--- src/rtl/axis_delay_ctrl.sv ---
// Purpose: gates an AXI-Stream through an external FIFO, holding output until cfg_delay words are buffered, then runs for cfg_length words (or endless) and drains.
// Latency: datapath is purely combinational; state and status update one cycle after the qualifying handshake or pulse.
// Backpressure: in FILL/RUN the input follows FIFO-write readiness and the FIFO read follows m_axis_tready; IDLE and DRAIN sink input unconditionally.
module axis_delay_ctrl #(
    parameter int AXIS_TDATA_WIDTH = 32,
    parameter int CNTR_WIDTH       = 32
) (
    input  logic                        aclk,
    input  logic                        areset,
    input  logic [CNTR_WIDTH-1:0]       cfg_delay,
    input  logic [CNTR_WIDTH-1:0]       cfg_length,
    input  logic                        trig,
    input  logic                        stop,
    output logic [1:0]                  sts_state,
    output logic [CNTR_WIDTH-1:0]       sts_occupancy,
    output logic [CNTR_WIDTH-1:0]       sts_out_count,
    output logic                        done,
    output logic                        s_axis_tready,
    input  logic [AXIS_TDATA_WIDTH-1:0] s_axis_tdata,
    input  logic                        s_axis_tvalid,
    input  logic                        m_axis_tready,
    output logic [AXIS_TDATA_WIDTH-1:0] m_axis_tdata,
    output logic                        m_axis_tvalid,
    input  logic                        m_axis_fifo_tready,
    output logic [AXIS_TDATA_WIDTH-1:0] m_axis_fifo_tdata,
    output logic                        m_axis_fifo_tvalid,
    output logic                        s_axis_fifo_tready,
    input  logic [AXIS_TDATA_WIDTH-1:0] s_axis_fifo_tdata,
    input  logic                        s_axis_fifo_tvalid
);

    localparam logic [1:0] ST_IDLE  = 2'd0;
    localparam logic [1:0] ST_FILL  = 2'd1;
    localparam logic [1:0] ST_RUN   = 2'd2;
    localparam logic [1:0] ST_DRAIN = 2'd3;

    logic [1:0]            r_state;
    logic [CNTR_WIDTH-1:0] r_occ;
    logic [CNTR_WIDTH-1:0] r_cnt;
    logic [CNTR_WIDTH-1:0] r_delay;
    logic [CNTR_WIDTH-1:0] r_length;
    logic                  r_done;

    logic [1:0]            w_out_state;
    logic                  w_wr;
    logic                  w_rd;
    logic                  w_out_hs;
    logic [CNTR_WIDTH-1:0] w_occ_next;
    logic [CNTR_WIDTH-1:0] w_cnt_next;

    // While reset is held the handshake outputs already behave as IDLE,
    // so nothing downstream sees a stale RUN/FILL qualifier.
    assign w_out_state = areset ? ST_IDLE : r_state;

    // Data never passes through a register; only the qualifiers are gated.
    assign m_axis_fifo_tdata = s_axis_tdata;
    assign m_axis_tdata      = s_axis_fifo_tdata;

    assign sts_state     = r_state;
    assign sts_occupancy = r_occ;
    assign sts_out_count = r_cnt;
    assign done          = r_done;

    assign w_wr       = m_axis_fifo_tvalid & m_axis_fifo_tready;
    assign w_rd       = s_axis_fifo_tvalid & s_axis_fifo_tready;
    assign w_out_hs   = m_axis_tvalid & m_axis_tready;
    assign w_cnt_next = r_cnt + CNTR_WIDTH'(1);

    // Handshake qualifiers per state; input is sunk (ready, no FIFO write) in IDLE and DRAIN.
    always_comb begin
        s_axis_tready      = 1'b0;
        m_axis_fifo_tvalid = 1'b0;
        s_axis_fifo_tready = 1'b0;
        m_axis_tvalid      = 1'b0;
        case (w_out_state)
            ST_IDLE: begin
                s_axis_tready = 1'b1;
            end
            ST_FILL: begin
                m_axis_fifo_tvalid = s_axis_tvalid;
                s_axis_tready      = m_axis_fifo_tready;
            end
            ST_RUN: begin
                m_axis_fifo_tvalid = s_axis_tvalid;
                s_axis_tready      = m_axis_fifo_tready;
                m_axis_tvalid      = s_axis_fifo_tvalid;
                s_axis_fifo_tready = m_axis_tready;
            end
            default: begin
                s_axis_tready      = 1'b1;
                s_axis_fifo_tready = 1'b1;
            end
        endcase
    end

    // Occupancy after this edge: a simultaneous write and read cancel out.
    always_comb begin
        w_occ_next = r_occ;
        if (w_wr && !w_rd) begin
            w_occ_next = r_occ + CNTR_WIDTH'(1);
        end else if (w_rd && !w_wr) begin
            w_occ_next = r_occ - CNTR_WIDTH'(1);
        end
    end

    // Run-control FSM with occupancy tracking, output counting and the done pulse.
    always_ff @(posedge aclk) begin
        if (areset) begin
            r_state  <= ST_IDLE;
            r_occ    <= '0;
            r_cnt    <= '0;
            r_delay  <= '0;
            r_length <= '0;
            r_done   <= 1'b0;
        end else begin
            r_occ  <= w_occ_next;
            r_done <= 1'b0;
            // Output handshakes only exist in RUN; endless runs simply wrap.
            if (w_out_hs) begin
                r_cnt <= w_cnt_next;
            end
            case (r_state)
                ST_IDLE: begin
                    if (trig) begin
                        r_delay  <= cfg_delay;
                        r_length <= cfg_length;
                        r_cnt    <= '0;
                        r_state  <= ST_FILL;
                    end
                end
                ST_FILL: begin
                    // Leave as soon as this edge brings occupancy up to the delay;
                    // a zero delay therefore spends exactly one cycle here.
                    if (stop) begin
                        r_state <= ST_DRAIN;
                    end else if (w_occ_next >= r_delay) begin
                        r_state <= ST_RUN;
                    end
                end
                ST_RUN: begin
                    if (stop) begin
                        r_state <= ST_DRAIN;
                    end else if ((r_length != '0) && w_out_hs && (w_cnt_next == r_length)) begin
                        r_state <= ST_DRAIN;
                    end
                end
                default: begin
                    if (r_occ == '0) begin
                        r_state <= ST_IDLE;
                        r_done  <= 1'b1;
                    end
                end
            endcase
        end
    end

endmodule

--- config.mk ---
export PLATFORM = sky130hd
export DESIGN_NAME = axis_delay_ctrl
export DESIGN_NICKNAME = d
export VERILOG_FILES = /design/src/rtl/axis_delay_ctrl.sv
export SDC_FILE = /design/constraint.sdc
export NUM_CORES = 1
export LEC_CHECK = 0
export CORE_MARGIN = 2
export CORE_UTILIZATION = 47
export DETAILED_ROUTE_END_ITERATION = 16
export PLACE_DENSITY = 0.81
export SYNTH_ARGS = -nofsm -noshare
export SYNTH_HDL_FRONTEND = slang
export SYNTH_SLANG_ARGS = --single-unit
--- constraint.sdc ---
create_clock -name aclk -period 6.59 [get_ports aclk]
set_input_delay 0.659 -clock aclk [delete_from_list [all_inputs] [get_ports aclk]]
set_output_delay 0.659 -clock aclk [all_outputs]
set_load 0.05 [all_outputs]
## Word level (Yosys, flattened, before mapping)

Cells that the tools add are included.

| word-level totals | value |
|---|---|
| memory bits (writable) | 0 |
| register bits | 131 |
| memories | 0 |
| latch bits | 0 |
| bits in read-only memories | 0 |
| bits of input ports | 136 |
| word-level logic and storage cells | 55 |

| cells by class | value |
|---|---|
| equal/unequal tests | 8 |
| bitwise gates (word level) | 3 |
| add/subtract/negate cells | 3 |
| reduce and logical (&&, ||, !) cells | 16 |
| shift operators | 0 |
| div/mod/pow operators | 0 |
| mux-type cells | 18 |
| multipliers | 0 |
| order comparisons | 1 |

Operators with widths:

| cell | number |
|---|---|
| $mux W32 | 5 |
| $add A32 B1 Y32 const B | 2 |
| $eq A32 B32 Y1 | 1 |
| $ge A32 B32 Y1 | 1 |
| $logic_not A32 Y1 | 1 |
| $reduce_bool A32 Y1 | 1 |
| $sub A32 B1 Y32 const B | 1 |
| $mux W2 | 7 |
| $ne A3 B3 Y1 const B | 2 |
| $pmux W2 S3 | 1 |
| $eq A2 B1 Y1 const B | 2 |
| $eq A2 B2 Y1 const B | 2 |
| $logic_and A1 B1 Y1 | 4 |
| $logic_not A2 Y1 | 2 |
| $mux W1 | 4 |
| $reduce_and A4 Y1 | 1 |
| $reduce_bool A4 Y1 | 1 |
| $reduce_or A2 Y1 | 2 |
| $reduce_or A4 Y1 | 1 |
| $and A1 B1 Y1 | 3 |
| $logic_not A1 Y1 | 2 |
| $ne A2 B2 Y1 const B | 1 |
| $pmux W1 S2 | 1 |
| $reduce_and A2 Y1 | 1 |

## Longest topological paths before layout

Gate-level depths: netlist (run 1).

| depth | value |
|---|---|
| word-level depth | 13 |
| depth in mapped cells | 21 |
| depth with buffers taken out | 19 |

## Worst setup path before layout (run 1)

OpenSTA, ideal clock, no wires.

| path | value |
|---|---|
| path kind | input-to-reg |
| from | input areset |
| to | register r_state[0] (netlist: sts_state[0]) |
| data arrival time | 5,294 ps |
| data required time | 6,470 ps |
| buffers on the path | 3 |
| stages | 20 |
| setup slack | 1,177 ps |
| library setup time | 120 ps |
| path through | clkbuf_1 > clkbuf_1 > nor2_1 > ha_1 > nor2b_1 > and2_1 > nand2_1 > clkbuf_1 > nor3_1 > a31oi_1 > xnor2_1 > ha_1 > a21o_1 > a211o_1 > a2111oi_0 > o41ai_1 > a21oi_1 > a21o_1 > o22ai_1 > a211o_1 |

| between the ends | value |
|---|---|
| word-level cells in the longest chain between the ends | 12 |

Ends and longest elaborated chain:

| item | line | text |
|---|---|---|
| start, declared | 9 | `input logic areset,` |
| $mux W2 (*) | 53 | `assign w_out_state = areset ? ST_IDLE : r_state;` |
| $eq A2 B2 Y1 or $eq A2 B1 Y1 (tied branches) | 75 | `case (w_out_state)` |
| $reduce_or A2 Y1 (no source line) (*) | -- |  |
| $mux W1 (*) | 75 |  |
| named net m_axis_fifo_tvalid | 26 | `output logic m_axis_fifo_tvalid,` |
| $and A1 B1 Y1 (*) | 64 | `assign w_wr = m_axis_fifo_tvalid & m_axis_fifo_tready;` |
| $logic_not A1 Y1 | 101 | `end else if (w_rd && !w_wr) begin` |
| $logic_and A1 B1 Y1 | 101 |  |
| $mux W32 | 101 |  |
| $mux W32 (*) | 99 | `if (w_wr && !w_rd) begin` |
| named net w_occ_next[10] | 48 | `logic [CNTR_WIDTH-1:0] w_occ_next;` |
| $ge A32 B32 Y1 (*) | 136 | `end else if (w_occ_next >= r_delay) begin` |
| $ne A3 B3 Y1 (no source line) (*) | -- |  |
| $reduce_and A4 Y1 (no source line) (*) | -- |  |
| end signal, assigned | 135 | `r_state <= ST_DRAIN;` |
| end signal, assigned | 137 | `r_state <= ST_RUN;` |
| end signal, assigned | 142 | `r_state <= ST_DRAIN;` |
| end, declared | 37 | `logic [1:0] r_state;` |

The timed path passes the listed nets; every way through them passes the cells marked *.
A chain may end at the register's enable or synchronous reset.

## Final worst setup path (run 1)

| path | value |
|---|---|
| from | input areset |
| to | register r_state[0] (netlist: sts_state[0]) |

| between the ends | value |
|---|---|
| word-level cells in the longest chain between the ends | 12 |

Ends and longest elaborated chain:

| item | line |
|---|---|
| $mux W2 (*) | 53 |
| $eq A2 B2 Y1 or $eq A2 B1 Y1 (tied branches) | 75 |
| $reduce_or A2 Y1 (no source line) | -- |
| $mux W1 | 75 |
| $and A1 B1 Y1 | 64 |
| $logic_not A1 Y1 | 101 |
| $logic_and A1 B1 Y1 | 101 |
| $mux W32 | 101 |
| $mux W32 (*) | 99 |
| named net w_occ_next[10] | 48 |
| $ge A32 B32 Y1 (*) | 136 |
| $ne A3 B3 Y1 (no source line) (*) | -- |
| $reduce_and A4 Y1 (no source line) (*) | -- |

Marked as above.

==> results of run 1 <==
-- metrics by stage --
stage | power [W] | instance area, um2 | setup WS (ns)
4_1_cts | 0.00321 | 10000 | 1.21
3_3_place_gp | 0.00217 | 9420 | 1.09
3_5_place_dp | 0.00220 | 9420 | 0.882
6_report | 0.00322 | 10000 | 1.04
5_1_grt | 0.00340 | 10000 | 0.711
2_1_floorplan | 0.00195 | 8390 | 1.18
-- synth_stat cells (13+ instances only) --
master / count
a21oi_1: 87
and3_1: 15
buf_4: 64
clkbuf_1: 41
dfxtp_1: 131
ha_1: 41
inv_1: 46
nand2_1: 178
nand3_1: 21
nand4_1: 28
nor2_1: 78
nor2b_1: 35
nor3_1: 28
nor4_1: 20
o21ai_0: 13
xnor2_1: 53
xor2_1: 43
-- power by group through the flow --
| stage | Combinational, W | Clock, W | Sequential (W) |
|---|---|---|---|
| 5_1_grt | 0.00130 | 0.00106 | 0.00104 |
| 3_3_place_gp | 0.00113 | 0 | 0.00104 |
| 4_1_cts | 0.00117 | 0.00102 | 0.00102 |
| 2_1_floorplan | 0.000839 | 0 | 0.00112 |
| 3_5_place_dp | 0.00116 | 0 | 0.00104 |
| 6_report | 0.00118 | 0.00101 | 0.00103 |
-- final cells by class --
class	instances	area share [%]
multi-input combinational	794	48.7
sequential	131	26.1
timing repair buffer	146	14.4
inverter	46	1.72
clock buffer	23	4.76
clock inverter	9	1.51
tap	225	2.80
-- kinds of logic after synthesis --
logic type / share of synthesized area (%)
muxes: 0.373
adders and majority gates: 6.12
xor gates and xnor gates: 10.0
and+or+nand+nor: 28.6
DFF: 31.3
buffers and inverters: 10.5
AOI/OAI and AO/OA: 13.1
-- worst paths after layout --
path,startpoint,to,slack (ns),depth (start not counted)
hold / removal,r_delay[5]$_SDFFE_PP0P_,r_delay[5]$_SDFFE_PP0P_,0.45,2
setup reg to reg,sts_state[1]$_SDFFE_PP0P_,sts_state[0]$_SDFFE_PP0P_,1.65,18
hold reg to reg,r_delay[5]$_SDFFE_PP0P_,r_delay[5]$_SDFFE_PP0P_,0.45,2
setup / recovery,areset,sts_state[0]$_SDFFE_PP0P_,1.04,18
-- sequential cells by signal, indices dropped and copies added, names as in the netlist --
signal	flops
r_delay	32
r_length	32
sts_occupancy	32
sts_out_count	32
sts_state	2
done	1
-- critical path: cells and delay by family --
kind                       cells  cell delay [ns]
adders and majority gates      2             0.49
and+or+nand+nor                4             1.14
buffers and inverters          1             0.76
AOI/OAI and AO/OA             10             2.47
xor gates and xnor gates       1             0.21
-- routing by layer --
metal,up-vias,track usage (%)
li1,3780,-
met1,3639,30.3
met2,321,41.4
met3,57,6.22
met4,0,8.76
met5,-,0
==> reports/metrics.csv, run 1 <==
metric,value,unit
finalHoldViolations,0,
die_area,0.0189,mm2
yosysWarnings,0,
seq_power_share,32.0,%
fin_nets,1313,
power.density,320,mW/mm2
multi_input_area,0.00489,mm2
drv_slew,0,
maxSlewHeadroom,27.8,%
skew,0.00792,ns
fill_cells,1533,
layout-drive-gt1-share,4.44,%
rows,48,
clk_pin_slew_worst_paths,0.05,ns
utilization,57.9,%
antenna_found_initial,0,
internal_power,0.00204,W
ios,271,
setup_tns,0,ns
met2_length,10900,um
core_area,0.0174,mm2
antenna_left,0,
max_freq,180,MHz
rsz0062_at_grt,no,
crit_slowest_cell,buf_4,
synth_area_per_cell,7.70,um2
first_pass_iters,6,
period_share,84.2,%
synth-main-ff-cell,dfxtp_1,
p_switching,0.00118,W
end_kind,flop,
antenna_cells,0,
final_common_cell,nand2_1,
cts.repair.resized,0,
place_congestion,0.925,
grt_first_pass_wirelength,36500,um
cp.arrival,5.85,ns
post_cts_buffers,0,
routed_wl,22900,um
most-common-layout-cells,"nand2_1, clkdlybuf4s50_1, dfxtp_1",
synth_nets,1267,
ys_seq_area_share,31.3,%
async_flop_share,0,%
setup-violations-final,0,
vdd.ir_drop.worst,0.194,mV
pwr-share-comb,36.6,%
die_y,138,um
overflow,0,
cp_max_fo,104,
p_clk_share,31.4,%
clock_latency,0.42,ns
dp_hpwl,16600,um
grt_usage,24.5,%
start_util,48.3,%
clock_sinks,131,
critPathLaunchType,input port,
synth_top_cell_area_share,31.3,%
p_leak,3.82,nW
grt_max_degree,105,
synthCells,1090,
fin_crit,5.55,ns
tightest_slew,1.08,ns
synth.top_cells.by_area,"dfxtp_1, nand2_1, ha_1",
cts_buffer_depth,2,
vias,7797,
first_global_vias,7340,
dieWidth,138,um
ff_latch_area,0.00262,mm2
routed_via_density,5.67,
drv_cap,0,
top_layer,met4,
crit_chain,buf_4 -> nand2b_1 -> ha_1 -> nor3b_1 -> o21ai_1 -> nand2_1 -> nor3_1 -> a31oi_1 -> xnor2_1 -> ha_1 -> a21o_1 -> a211o_1 -> a2111oi_0 -> o41ai_1 -> a21oi_1 -> a21o_1 -> o22ai_1 -> a211o_1,
switching_share,36.6,%
ys_ff_latch,131,
dp.cells,1342,
synth_edf_count,0,
cts-hold-fix-buffers,0,
routedWlPerCell,16.7,um
path_class,input port to flop,
slowest_delay,0.76,ns
wl_met3,1630,um
drt-met1-wl,9840,um
tritoncts,yes,
htreeDepth,4,
io_buffer_count,142,
yosysUniqueCellTypes,71,
hold_class,flop to flop,
drc,0,
fin_cells,1374,
worst_ep_required_time,6.89,ns
drtIter0Drc,630,
yosys.area.top_type,dfxtp_1,
netlist_area,0.00839,mm2
cts_root_buffer,clkbuf_16,
status,"finished, final reports clean",
cts_buffers,17,
whs,0.453,ns
syn_to_final_growth,19.8,%
(Power assumes the default switching activity.)
==> inputs of run 2 (changes only) <==
==> constraint.sdc (replaced) <==
create_clock -name aclk -period 5.2 [get_ports aclk]
set_input_delay 0.52 -clock aclk [delete_from_list [all_inputs] [get_ports aclk]]
set_output_delay 0.52 -clock aclk [all_outputs]
set_load 0.05 [all_outputs]
==> run 2 against run 1 <==
  * Critical path depth is 1 higher
  * Routed wire length is 1.9% higher
  * Total power grew 23%
  * Clock skew hardly changed
  * Worst setup slack worse by 0.37 ns
  * Combinational power grew 29%
  * Via count shrank 1.0%
  * Hold slack gained 0.00081 ns
  * Clock power rose by 13%
  * Critical path type is now flop to flop
  * Largest power group unchanged
  * Highest routed layer unchanged
==> reports/metrics.csv, run 2 (synthesized netlist as in run 1, its figures left out) <==
metric,value,unit
routedWlPerCell,16.9,um
holdCritStartpoint,r_delay[14]$_SDFFE_PP0P_,
path_buf_inv,1,
maxSlewHeadroom,24.4,%
path_class,flop to flop,
vias,7716,
cp_max_fo,12,
hold_class,flop to flop,
grt_usage,25.4,%
tightest_slew,1.13,ns
final_common_cell,nand2_1,
period_share,87.0,%
die_y,138,um
crit_chain,nand2b_1 -> ha_1 -> nor3b_1 -> or2_2 -> a21oi_1 -> buf_4 -> nor4_1 -> nand2_1 -> a21o_1 -> xnor2_1 -> ha_1 -> nand3_1 -> nor2_1 -> nand3_1 -> nor4_1 -> a21oi_1 -> and2_1 -> a2111oi_0 -> o31ai_1,
power,0.00396,W
fin_crit,4.52,ns
vdd.ir_drop.worst,0.327,mV
ff_latch_area,0.00262,mm2
antenna_cells,0,
finalHoldViolations,0,
clock_sinks,131,
ios,271,
clk_pin_slew_worst_paths,0.06,ns
drc,0,
drv_slew,0,
fin_nets,1316,
dieWidth,138,um
ff2ff_setup_slack,0.68,ns
clock_latency,0.43,ns
grt_max_degree,65,
start_util,48.3,%
post_cts_buffers,0,
routed_wl,23300,um
io_buffer_count,142,
most-common-layout-cells,"nand2_1, clkdlybuf4s50_1, dfxtp_1",
design_area,0.0100,mm2
htreeDepth,4,
tritoncts,yes,
grt_first_pass_wirelength,37600,um
cts_buffer_depth,2,
status,"finished, final reports clean",
skew,0.00807,ns
antenna_found_initial,0,
critPathLaunchType,flop,
path_delay_family,simple AND/OR/NAND/NOR gates,
layout-drive-gt1-share,5.03,%
rows,48,
syn_to_final_growth,19.3,%
drv_cap,0,
cp.arrival,4.81,ns
first_global_vias,7646,
power.density,396,mW/mm2
worstSetupStartpoint,sts_state[0]$_SDFFE_PP0P_,
fill_cells,1618,
multi_input_area,0.00489,mm2
dp_hpwl,17000,um
cts_root_buffer,clkbuf_16,
die_area,0.0189,mm2
core_area,0.0174,mm2
rsz0062_at_grt,no,
drtIter0Drc,491,
crit_slowest_cell,nor4_1,
cts_buffers,17,
setup-violations-final,0,
crit-reg2reg-launch,sts_state[0]$_SDFFE_PP0P_,
setup_tns,0,ns
slowest_delay,0.49,ns
p_leak,3.79,nW
overflow,0,
place_congestion,0.944,
routed_via_density,5.60,
max_freq,221,MHz
first_pass_iters,5,
end_kind,flop,
cts-hold-fix-buffers,0,
antenna_left,0,
worst_ep_required_time,5.49,ns
place_area,0.00944,mm2
cts.repair.resized,0,
==> run 2: cell count changes in the layout (fill, tap and decap cells not counted) <==
cell        before  now
clkbuf_1         3    0
clkinv_2         3    5
bufinv_16        4    1
inv_6            0    1
buf_4            5    8
clkinvlp_4       1    5
nor2b_1         35   34
clkbuf_8         3    2
nor2b_2          0    1
==> run 2: where the power goes <==
group | total [W] | switching [W] | internal [W]
combinational | 0.00152 | 0.000906 | 0.000611
sequential | 0.00130 | 0.000163 | 0.00114
clock | 0.00114 | 0.000463 | 0.000678
total | 0.00396 | 0.00153 | 0.00243
==> run 2: per-stage QoR <==
stage | instances | hold slack [ns] | setup slack [ns] | util, %
after floorplan | 1090 | 0.436 | 0.206 | -
after global placement | 1345 | 0.442 | 0.720 | 54.4
after detailed placement | 1345 | 0.447 | 0.467 | 54.4
after CTS | 1377 | 0.455 | 0.720 | 57.6
after global routing | 1377 | 0.469 | 0.213 | 57.6
final | 1377 | 0.454 | 0.675 | 57.6
==> run 2: worst paths after layout <==
| check | end | cells after the start |
|---|---|---|
| min reg2reg | r_delay[14]$_SDFFE_PP0P_ | 2 |
| max | sts_state[1]$_SDFFE_PP0P_ | 19 |
| max reg2reg | sts_state[1]$_SDFFE_PP0P_ | 19 |
| min | r_delay[14]$_SDFFE_PP0P_ | 2 |
==> run 2: layer usage <==
| metal | track usage (%) | up-vias | part of all wire (%) |
|---|---|---|---|
| met5 | 0 | - | 0 |
| met4 | 10.3 | 0 | 2.7 |
| met3 | 7.47 | 46 | 7.5 |
| met2 | 43.4 | 322 | 49 |
| met1 | 29.8 | 3569 | 41 |
| li1 | - | 3779 | - |
==> run 2: final cells by class <==
type,count,area share (%)
Multi-Input combinational cell,794,48.9
Clock inverter,13,1.10
Sequential cell,131,26.2
Inverter,46,1.73
Clock buffer,19,4.53
Tap cell,225,2.81
Timing Repair Buffer,149,14.7
==> run 2: worst register-to-register path, delay by kind of cell, from the launching register on <==
family	cells	cell delay (ns)
AO/OA/AOI/OAI	5	0.87
XOR/XNOR	1	0.15
adder cells (fa/ha/maj)	2	0.56
buffers and inverters	1	0.20
flip-flops	1	0.43
AND/OR/NAND/NOR	10	2.16
==> inputs of run 3 (changes only) <==
--- a/config.mk
+++ b/config.mk
@@ -7,6 +7,7 @@
 export LEC_CHECK = 0
 export CORE_MARGIN = 2
 export CORE_UTILIZATION = 47
+export CTS_CLUSTER_DIAMETER = 50
 export DETAILED_ROUTE_END_ITERATION = 16
 export PLACE_DENSITY = 0.81
 export SYNTH_ARGS = -nofsm -noshare
==> results of run 3 <==
The final DEF is identical to that of run 2; final timing and power are the same.
